==> config.mk <==
export PLATFORM = sky130hd
export DESIGN_NAME = dmux_dispatch
export DESIGN_NICKNAME = d
export VERILOG_FILES = /design/src/rtl/dmux_pkg.sv /design/src/rtl/dmux_onehot_dec.sv /design/src/rtl/dmux_dispatch.sv
export SDC_FILE = /design/constraint.sdc
export NUM_CORES = 1
export LEC_CHECK = 0
export CORE_MARGIN = 2
export CORE_UTILIZATION = 40
export DETAILED_ROUTE_END_ITERATION = 10
export PLACE_DENSITY = 0.84
export SETUP_SLACK_MARGIN = 0.3
export SYNTH_ARGS = -nofsm -noshare
export SYNTH_HDL_FRONTEND = slang
export SYNTH_HIERARCHICAL = 1
export SYNTH_SLANG_ARGS = --single-unit
==> constraint.sdc <==
create_clock -name clk -period 6.45 [get_ports clk]
set_input_delay 0.645 -clock clk [delete_from_list [all_inputs] [get_ports clk]]
set_output_delay 0.645 -clock clk [all_outputs]
set_load 0.05 [all_outputs]
==> src/rtl/dmux_pkg.sv <==
// dmux_pkg: shared state encoding and default sizes for the demux dispatch stages
package dmux_pkg;

    typedef enum logic {
        IDLE = 1'b0,
        HOLD = 1'b1
    } state_t;

    localparam int DEF_WIDTH = 16;
    localparam int DEF_SELW  = 3;

endpackage

==> src/rtl/dmux_onehot_dec.sv <==
// dmux_onehot_dec: binary select to one-hot channel vector, all-zero when disabled
//   i_sel    [SELW-1:0]     channel index
//   i_en                    enable; output is all-zero when low
//   o_onehot [2**SELW-1:0]  one-hot channel vector
module dmux_onehot_dec
    import dmux_pkg::*;
#(
    parameter int SELW = DEF_SELW
) (
    input  logic [SELW-1:0]      i_sel,
    input  logic                 i_en,
    output logic [2**SELW-1:0]   o_onehot
);

    localparam logic [2**SELW-1:0] ONE = 1;

    assign o_onehot = i_en ? ONE << i_sel : '0;

endmodule

==> src/rtl/dmux_dispatch.sv <==
// dmux_dispatch: routes one word per handshake to one of 2**SELW channels via a one-entry output register
//   clk, rst              clock and synchronous active-high reset
//   mode                  0 = destination from in_dest, 1 = round-robin pointer
//   in_valid/in_ready     producer handshake; in_ready is combinational from out_ready
//   in_data, in_dest      word and explicit destination, sampled only at load
//   out_valid, out_ready  one-hot channel valid and per-channel consumer ready
//   out_data, out_sel     held word and its binary destination index
//   drop                  one-cycle pulse when a held word times out
// Optional feature macro DMUX_TIMEOUT_EN: discard a word after TIMEOUT+1 offered cycles.
module dmux_dispatch
    import dmux_pkg::*;
#(
    parameter int WIDTH   = DEF_WIDTH,
    parameter int SELW    = DEF_SELW,
    parameter int TIMEOUT = 15
) (
    input  logic                 clk,
    input  logic                 rst,
    input  logic                 mode,
    input  logic                 in_valid,
    output logic                 in_ready,
    input  logic [WIDTH-1:0]     in_data,
    input  logic [SELW-1:0]      in_dest,
    output logic [2**SELW-1:0]   out_valid,
    input  logic [2**SELW-1:0]   out_ready,
    output logic [WIDTH-1:0]     out_data,
    output logic [SELW-1:0]      out_sel,
    output logic                 drop
);

    state_t            r_state, w_next;
    logic [WIDTH-1:0]  r_data;
    logic [SELW-1:0]   r_sel, r_rr;
    logic              w_acc, w_load, w_discard;

    assign w_acc    = out_valid[r_sel] & out_ready[r_sel];
    assign in_ready = (r_state == IDLE) | w_acc;
    assign w_load   = in_valid & in_ready;
    assign out_data = r_data;
    assign out_sel  = r_sel;

    dmux_onehot_dec #(.SELW(SELW)) u_dec (
        .i_sel    (r_sel),
        .i_en     (r_state == HOLD),
        .o_onehot (out_valid)
    );

    // A reload on acceptance keeps HOLD, giving back-to-back streaming without a bubble.
    always_comb begin
        w_next = w_load ? HOLD : (w_acc | w_discard) ? IDLE : r_state;
    end

    always_ff @(posedge clk) begin
        if (rst) r_state <= IDLE;
        else     r_state <= w_next;
    end

    // rr pointer is SELW wide, so the increment wraps modulo 2**SELW by itself.
    always_ff @(posedge clk) begin
        if (rst) begin
            r_data <= '0;
            r_sel  <= '0;
            r_rr   <= '0;
        end else if (w_load) begin
            r_data <= in_data;
            r_sel  <= mode ? r_rr : in_dest;
            if (mode) r_rr <= r_rr + 1'b1;
        end
    end

`ifdef DMUX_TIMEOUT_EN
    localparam int CW = $clog2(TIMEOUT + 1);

    logic [CW-1:0] r_wait;
    logic          r_drop;

    // Acceptance in the last offered cycle wins because the discard requires no acc.
    assign w_discard = (r_state == HOLD) & ~w_acc & (r_wait == CW'(TIMEOUT));
    assign drop      = r_drop;

    always_ff @(posedge clk) begin
        if (rst) begin
            r_wait <= '0;
            r_drop <= 1'b0;
        end else begin
            r_drop <= w_discard;
            r_wait <= (w_load | w_discard) ? '0 :
                      (r_state == HOLD && !w_acc) ? r_wait + 1'b1 : r_wait;
        end
    end
`else
    assign w_discard = 1'b0;
    assign drop      = 1'b0;
`endif

endmodule

==> impl_metrics.tcl, run 1 <==
set metrics [dict create \
    fin_nets 222 \
    syn_inst 138 \
    max-cap-violations 0 \
    layoutNonFillerInstCount 222 \
    ant_nets 0 \
    cts-root-buf "clkbuf_4" \
    die_area_sq_mm 0.00351 \
    cts_hold_buffers 0 \
    final_layout_size_suffix_gt1_share_pct 7.94 \
    cellLeakagePower_nw 0.646 \
    r2r-end "r_rr[0]" \
    end_kind "output port" \
    numPlacedInstances 218 \
    p_total_w 0.000396 \
    detail_route.wl_per_cell_um 15.0 \
    clock_sinks 23 \
    start_util_pct 41.0 \
    tns_ns 0 \
    crit_required_ns 5.80 \
    hold_viol_final 0 \
    grt_pass1_wl_um 5290 \
    die_h_um 59.2 \
    track_usage_pct 19.4 \
    hold_depth 2 \
    worstPathArrival_ns 3.13 \
    grt_antenna_before_repair 0 \
    crit_path_start_kind "flop" \
    dr.pass1.iters 4 \
    drt-total-wl_um 3330 \
    finish.utilization_pct 60.5 \
    yosys_warnings 6 \
    grt_max_degree 27 \
    ys_seq_area_share_pct 37.7 \
    clk_pin_slew_worst_paths_ns 0.13 \
    cts_setup_buffers 0 \
    skew_ns 0.00437 \
    syn-mean-instance-area_sq_um 8.84 \
    min-delay-start "out_data[6]" \
    rows 20 \
    core_region_area_sq_mm 0.00298 \
    cts_made_buffers 3 \
    cp_max_fo 20 \
    worst_pin_slew_ns 0.865 \
    maxSlewHeadroom_pct 42.1 \
    ys_ff_latch 23 \
    gr-total-overflow 0 \
    gp_congestion 0.791 \
    min_path_type "flop to flop" \
    pre_cts_ws_ns 2.83 \
    io_buffers 58 \
    synth_area_sq_mm 0.00122 \
    hpwlAfterDp_um 2500 \
    rr_startpoint "out_sel[0]" \
    status "completed" \
    finalWorstSetupSlack_ns 2.68 \
    rrSetupSlack_ns 3.75 \
    syn-num-nets 170 \
    initialDrtViolationCount 17 \
    ir_worst_vdd_uv 133 \
    cts_buffer_depth 2 \
    clock.fmax_mhz 265 \
    setup_viol 0 \
    antenna_cells 0 \
    period_minus_slack_ns 3.77 \
    clock_latency_ns 0.31 \
    vias 1245 \
    fp.dieW_um 59.2 \
    cts-resized-gates 0 \
    cellPowerDensity_mw_per_mm2 220 \
    fin_crit_sh_pct 58.5 \
    ys_types 40 \
    grt_pass1_vias 1191 \
    synthToLayoutAreaGrowth_pct 47.7 \
    cts_tree "yes" \
    hold_path_end "out_data[6]" \
    vias_per_cell 5.61 \
    ff2ff_path_depth 6 \
    ioPinCount 60 \
    htreeDepth 1 \
    drc 0 \
    rsz0062_at_grt "false" \
    critical_path_class "flop to output port" \
    maxSlewViolCount 0 \
]
-- layout by cell type, fill, tap and decap left out, drive strengths merged, types with 3 or more instances in the layout --
cell type / count
and4bb: 3
mux2i: 4
a211oi: 4
clkdlybuf4s50: 58
nor2: 7
a21oi: 20
o21ai: 17
clkbuf: 3
nand3: 18
dfxtp: 23
and4b: 3
-- cell usage after synthesis --
master     count  area share, %
o21ai_0       15            6.2
and3b_1        2            1.4
buf_1          2           0.62
and4bb_1       2            2.1
and3_1         1           0.51
and4b_2        2            1.8
and4b_1        1           0.82
nand3_1       18            7.4
nand4b_1       2            1.4
nand3b_1       2            1.2
nor2b_1        2            1.0
and4bb_2       1            1.0
nor4b_2        1            1.2
buf_6          3            2.8
o22ai_1        1           0.51
a21oi_1       20            8.2
o21a_1         1           0.62
clkbuf_2       1           0.41
a221o_1        1           0.82
mux2i_1        4            3.3
conb_1         1           0.31
mux2_4         1            1.2
ha_1           1            1.0
nand2_1        2           0.62
a221oi_1       1           0.72
nor2_1         7            2.2
nor3_1         1           0.41
a211oi_1       4            2.5
nor3_4         1            1.3
dfxtp_1       23             38
nand4bb_1      1           0.92
inv_1          1           0.31
buf_4          3            1.8
o21ai_4        1            1.3
and4_2         1           0.82
buf_2          1           0.41
nand2b_1       2            1.0
mux2_2         1           0.92
o21ai_1        1           0.41
clkbuf_1       2           0.62
-- metal layers --
layer / wire (um) / vias to the layer above / global-route usage [%] / part of all wire, %
met5: 0 / - / 0 / 0
met4: 77 / 0 / 5.19 / 2.3
met3: 257 / 10 / 5.02 / 7.7
met2: 1640 / 54 / 33.3 / 49
met1: 1360 / 570 / 23.8 / 41
li1: - / 611 / - / -
-- kinds of logic (layout without fill, tap and decap cells) --
kind of cell	after synthesis	after routing	share of synthesized area (%)
AO/OA/AOI/OAI	45	45	21.2
adder cells (fa/ha/maj)	1	1	1.03
buffers and inverters	13	64	6.97
flip-flops	23	23	37.7
multiplexers	6	6	5.44
other	1	1	0.307
AND/OR/NAND/NOR	49	49	27.3
-- through the flow --
stage	cell area, sq um	hold slack, ns
after global routing	1800	0.517
after floorplan	1220	0.465
final	1800	0.486
after detailed placement	1770	0.473
after CTS	1800	0.491
after global placement	1770	0.461
-- worst max-delay path: stages (launching register included) --
cell and delay [ns]:
dfxtp_1 0.59, and4b_2 0.29, and3b_1 0.17, a211oi_1 0.33, a221o_1 0.59, nor2_1 0.11
clkdlybuf4s50_1 0.73
-- worst max path at each step --
stage,from,to,slack (ns)
after floorplan,out_sel[2],in_ready,2.94
after global placement,out_ready[6],in_ready,2.87
after detailed placement,out_ready[6],in_ready,2.83
after CTS,out_sel[0],in_ready,2.68
after global routing,out_sel[0],in_ready,2.49
final,out_sel[0],in_ready,2.68
-- flip-flops by register name, indices dropped and copies added (netlist names) --
| signal | count |
|---|---|
| out_data | 16 |
| r_state | 1 |
| out_sel | 3 |
| r_rr | 3 |
-- cell type report --
cell class | instances | area (sq um)
sequential | 23 | 460
tap | 33 | 41.3
timing repair buffer | 59 | 588
multi-input combinational | 102 | 681
fill | 274 | 1180
clock buffer | 3 | 22.5
clock inverter | 1 | 5.00
inverter | 1 | 3.75
-- power breakdown --
group	internal [W]	leakage [nW]	switching [W]
combinational	0.0000620	0.439	0.0000970
clock	0.0000232	0.0177	0.0000438
sequential	0.000155	0.189	0.0000147
total	0.000240	0.646	0.000155
Note: power is estimated with default switching activity, not from simulation.
==> run 2, diff against run 1 <==
--- a/config.mk
+++ b/config.mk
@@ -6,9 +6,9 @@
 export NUM_CORES = 1
 export LEC_CHECK = 0
 export CORE_MARGIN = 2
-export CORE_UTILIZATION = 40
+export CORE_UTILIZATION = 36
 export DETAILED_ROUTE_END_ITERATION = 10
-export PLACE_DENSITY = 0.84
+export PLACE_DENSITY = 0.8
 export SETUP_SLACK_MARGIN = 0.3
 export SYNTH_ARGS = -nofsm -noshare
 export SYNTH_HDL_FRONTEND = slang
==> constraint.sdc (replaced) <==
create_clock -name clk -period 3.1 [get_ports clk]
set_input_delay 0.31 -clock clk [delete_from_list [all_inputs] [get_ports clk]]
set_output_delay 0.31 -clock clk [all_outputs]
set_load 0.05 [all_outputs]
==> run 2 against run 1 <==
  * First-iteration DRC count increased to 4.4 times the previous value
  * Sequential share of layout area decreased by 0.50 points
  * Combinational power increased by 110%
  * Via count increased by 0.88%
  * Non-clock buffer count increased by 3
  * Largest power group unchanged
==> impl_metrics.tcl, run 2 (synthesized netlist as in run 1, its figures left out) <==
set metrics [dict create \
    ff2ff_path_depth 7 \
    worstPathArrival_ns 2.30 \
    dr.pass1.iters 4 \
    cp_max_fo 16 \
    initialDrtViolationCount 75 \
    fp.dieW_um 62.2 \
    cts-root-buf "clkbuf_4" \
    fin_nets 225 \
    layout_commonest_cell "clkdlybuf4s50_1" \
    vias_per_cell 5.28 \
    rsz0062_at_grt "false" \
    clk_pin_slew_worst_paths_ns 0.13 \
    drt-total-wl_um 3170 \
    rrSetupSlack_ns 0.81 \
    worst_pin_slew_ns 0.868 \
    core_region_area_sq_mm 0.00328 \
    cts_tree "yes" \
    clock_latency_ns 0.31 \
    fin_crit_sh_pct 84.2 \
    finalWorstSetupSlack_ns 0.490 \
    final_layout_size_suffix_gt1_share_pct 12.5 \
    worstPathCellList "and4bb_2 -> and3b_1 -> o22ai_1 -> a221o_1 -> buf_4 -> nor2_2 -> buf_4" \
    io_buffers 58 \
    crit_family "simple AND/OR/NAND/NOR gates" \
    hold_depth 2 \
    cellLeakagePower_nw 0.664 \
    htreeDepth 1 \
    clock.fmax_mhz 383 \
    critical_path_class "flop to output port" \
    pre_cts_ws_ns 0.660 \
    antenna_cells 0 \
    grt_antenna_before_repair 0 \
    max_stage_delay_ns 0.51 \
    period_minus_slack_ns 2.61 \
    rows 21 \
    start_util_pct 37.1 \
    hold_path_end "out_data[9]" \
    setup_viol 0 \
    cellPowerDensity_mw_per_mm2 448 \
    nFillCells 296 \
    detail_route.wl_per_cell_um 13.3 \
    hpwlAfterDp_um 2360 \
    crit_path_start_kind "flop" \
    crit_required_ns 2.79 \
    die_h_um 62.2 \
    grt_max_degree 27 \
    maxSlewHeadroom_pct 42.0 \
    hold_slack_ns 0.486 \
    grt_pass1_wl_um 5440 \
    min_path_type "flop to flop" \
    final_cell_mix "clkdlybuf4s50_1, a21oi_1, dfxtp_1, nand3_1, o21ai_0" \
    largest_reg_flops 16 \
    ir_worst_vdd_uv 259 \
    max-cap-violations 0 \
    grt_pass1_vias 1184 \
    status "completed" \
    cts_made_buffers 3 \
    tns_ns 0 \
    hold_viol_final 0 \
    ioPinCount 60 \
    drc 0 \
    vias 1256 \
    gp_congestion 0.739 \
    die_area_sq_mm 0.00387 \
    cp.buffers_inverters 2 \
    cts_buffer_depth 2 \
    end_kind "output port" \
    synthToLayoutAreaGrowth_pct 51.9 \
    maxSlewViolCount 0 \
    clock_sinks 23 \
    rr_startpoint "r_state" \
    min-delay-start "out_data[9]" \
    r2r-end "r_rr[0]" \
    slowest_stage "dfxtp_1" \
    cp_common_cell "buf_4" \
    gr-total-overflow 0 \
    skew_ns 0.00410 \
    ant_nets 0 \
    track_usage_pct 17.1 \
]
-- run 2: final cells by class --
class	count	area (sq um)	share of cell area, %
clock inverters	1	5.00	0.270
repair buffers	62	608	32.8
well taps	46	57.6	3.11
multi-input cells	102	692	37.3
clock buffers	3	22.5	1.22
flip-flops and latches	23	464	25.1
inverters	1	3.75	0.203
-- run 2: per-stage QoR --
step	utilization (%)	instances	area [sq um]	power (W)
4_1_cts	56.2	237	1850	0.000838
5_1_grt	56.4	238	1850	0.000877
6_report	56.4	238	1850	0.000830
3_5_place_dp	55.3	233	1820	0.000698
3_3_place_gp	55.3	233	1820	0.000690
2_1_floorplan	-	138	1230	0.000584
-- run 2: layer usage --
layer,vias to the layer above,global-route usage [%],share of wire [%]
met2,38,31.0,51
met5,-,0,0
met1,593,19.6,42
met4,0,3.61,0.98
li1,621,-,-
met3,4,5.43,6.7
-- run 2: power by group --
| group | leakage [nW] | internal [W] | switching, W |
|---|---|---|---|
| Clock | 0.0177 | 0.0000482 | 0.0000889 |
| Combinational | 0.457 | 0.000136 | 0.000203 |
| Sequential | 0.190 | 0.000323 | 0.0000303 |
| Total | 0.664 | 0.000508 | 0.000322 |
-- run 2: tightest hold or removal path, cell delays in order, from the launching register on --
cell	delay (ns)
dfxtp_1	0.33
o21ai_0	0.06
a21oi_1	0.06
-- run 2: worst max path at each step --
stage,start,endpoint,slack [ns],cells past startpoint
after floorplan,out_sel[0],in_ready,0.35,5
after global placement,out_sel[0],in_ready,0.73,7
after detailed placement,out_sel[0],in_ready,0.66,7
after CTS,out_sel[0],in_ready,0.42,7
after global routing,out_sel[0],in_ready,0.34,7
final,r_state,in_ready,0.49,7
-- run 2: timing repair --
item | 4_1_cts | 5_1_grt
endpoints found under the setup margin | 1 | 1
resized for setup | 1 | 0
hold buffers | 0 | 0
gates cloned | 0 | 0
setup buffers | 0 | 1
==> run 3, diff against run 2 <==
--- a/config.mk
+++ b/config.mk
@@ -6,9 +6,9 @@
 export NUM_CORES = 1
 export LEC_CHECK = 0
 export CORE_MARGIN = 2
-export CORE_UTILIZATION = 36
+export CORE_UTILIZATION = 40
 export DETAILED_ROUTE_END_ITERATION = 10
-export PLACE_DENSITY = 0.8
+export PLACE_DENSITY = 0.84
 export SETUP_SLACK_MARGIN = 0.3
 export SYNTH_ARGS = -nofsm -noshare
 export SYNTH_HDL_FRONTEND = slang
==> constraint.sdc (replaced) <==
create_clock -name clk -period 2.6 [get_ports clk]
set_input_delay 0.26 -clock clk [delete_from_list [all_inputs] [get_ports clk]]
set_output_delay 0.26 -clock clk [all_outputs]
set_load 0.05 [all_outputs]
==> run 3 against run 2 <==
  * Flip-flop and latch count stayed put
  * Utilization is 8.2 points higher
  * Register-to-register slack worse by 0.42 ns
  * Worst hold slack worse by 0.0011 ns
  * Largest cell class unchanged
==> impl_metrics.tcl, run 3 (synthesized netlist as in run 1, its figures left out) <==
set metrics [dict create \
    status "completed" \
    largest_reg_flops 16 \
    final_cell_mix "clkdlybuf4s50_1, a21oi_1, dfxtp_1, nand3_1, o21ai_0" \
    rows 20 \
    crit_required_ns 2.34 \
    cp_max_fo 13 \
    period_minus_slack_ns 2.22 \
    vias_per_cell 5.64 \
    layout_commonest_cell "clkdlybuf4s50_1" \
    seqCellArea_sq_um 475 \
    p_total_w 0.00103 \
    antenna_cells 0 \
    numPlacedInstances 221 \
    pre_cts_ws_ns 0.287 \
    slowest_stage "dfxtp_4" \
    worstPathCellList "and4b_4 -> and3b_1 -> o22ai_1 -> a221o_2 -> nor2_4 -> buf_12" \
    hold_path_end "out_data[15]" \
    fp.dieW_um 59.2 \
    min_path_type "flop to flop" \
    start_util_pct 41.0 \
    grt_pass1_vias 1256 \
    detail_route.wl_per_cell_um 15.5 \
    ioPinCount 60 \
    final_layout_size_suffix_gt1_share_pct 17.2 \
    tns_ns 0 \
    ir_worst_vdd_uv 400 \
    worstPathArrival_ns 1.96 \
    layoutNonFillerInstCount 231 \
    cellLeakagePower_nw 0.701 \
    fin_nets 231 \
    gr-total-overflow 0 \
    clk_pin_slew_worst_paths_ns 0.12 \
    r2r-end "r_rr[2]" \
    hpwlAfterDp_um 2520 \
    crit_path_start_kind "flop" \
    initialDrtViolationCount 47 \
    gr-usage-met2_pct 33.8 \
    hold_depth 2 \
    use_met1_pct 24.3 \
    critical_path_class "flop to output port" \
    clock_latency_ns 0.31 \
    clock.fmax_mhz 450 \
    fin_crit_sh_pct 85.5 \
    grt_pass1_wl_um 5490 \
    max-cap-violations 0 \
    maxSlewHeadroom_pct 65.6 \
    htreeDepth 1 \
    clock_sinks 23 \
    cts_buffer_depth 2 \
    skew_ns 0.00885 \
    min-delay-start "out_data[15]" \
    drc 0 \
    cp.buffers_inverters 1 \
    hold_viol_final 0 \
    die_h_um 59.2 \
    grtUsageMet3_pct 5.90 \
    cellPowerDensity_mw_per_mm2 535 \
    die_area_sq_mm 0.00351 \
    cts_hold_buffers 0 \
    crit_family "simple AND/OR/NAND/NOR gates" \
    cts-root-buf "clkbuf_4" \
    max_stage_delay_ns 0.45 \
    cts_tree "yes" \
    multiInputGateArea_sq_um 713 \
    vias 1302 \
    grt_antenna_before_repair 0 \
    ff2ff_path_depth 7 \
    finalWorstSetupSlack_ns 0.377 \
    track_usage_pct 19.8 \
    rrSetupSlack_ns 0.39 \
    worst_pin_slew_ns 0.514 \
    rsz0062_at_grt "false" \
    gp_congestion 0.751 \
    cts_made_buffers 3 \
    grt_busiest_layer "met2" \
    rr_startpoint "out_sel[2]" \
    nFillCells 246 \
    maxSlewViolCount 0 \
    io_buffers 58 \
    finish.utilization_pct 64.6 \
    ant_nets 0 \
    end_kind "output port" \
    setup_viol 0 \
    core_region_area_sq_mm 0.00298 \
    grt_max_degree 20 \
    synthToLayoutAreaGrowth_pct 57.7 \
    dr.pass1.iters 4 \
    drt-total-wl_um 3580 \
]
-- run 3: worst max-delay path by stage --
stage          startpoint  endpoint  slack (ns)  depth (start not counted)
2_1_floorplan  out_sel[0]   r_rr[2]        0.32                          7
3_3_place_gp      r_state   r_rr[2]        0.37                          6
3_5_place_dp      r_state   r_rr[2]        0.29                          6
4_1_cts        out_sel[1]  in_ready        0.30                          6
5_1_grt        out_sel[1]  in_ready        0.31                          7
6_report       out_sel[2]  in_ready        0.38                          6
-- run 3: final cells by class --
class	count	area share, %
inverter	1	0.195
sequential	23	24.7
timing repair buffer	68	34.5
tap	33	2.15
clock buffer	3	1.17
multi-input combinational	102	37.1
clock inverter	1	0.260
-- run 3: per-stage QoR --
| step | area [sq um] | hold slack (ns) |
|---|---|---|
| global route | 1920 | 0.491 |
| CTS | 1910 | 0.489 |
| floorplan | 1260 | 0.387 |
| detailed placement | 1840 | 0.469 |
| global placement | 1840 | 0.462 |
| finish | 1920 | 0.485 |
-- run 3: worst min-delay path: stages, from the launching register on --
cell     delay, ns
dfxtp_1       0.33
o21ai_0       0.06
a21oi_1       0.06
-- run 3: where the power goes --
group | internal [W] | switching [W] | leakage, nW | total (W)
clock | 0.0000575 | 0.000105 | 0.0177 | 0.000163
sequential | 0.000386 | 0.0000310 | 0.191 | 0.000417
combinational | 0.000187 | 0.000263 | 0.492 | 0.000451
-- run 3: repair_timing --
item                       4_1_cts  5_1_grt
resized for setup                3        2
pin swaps                        1        2
setup endpoints to repair       10        3
buffers inserted                 4        2
-- run 3: routing by layer --
layer / wire [um] / vias up / share of wire, %
met3: 277 / 6 / 7.7
met5: 0 / - / 0
met1: 1460 / 605 / 41
met2: 1790 / 60 / 50
met4: 42 / 0 / 1.2
li1: - / 631 / -
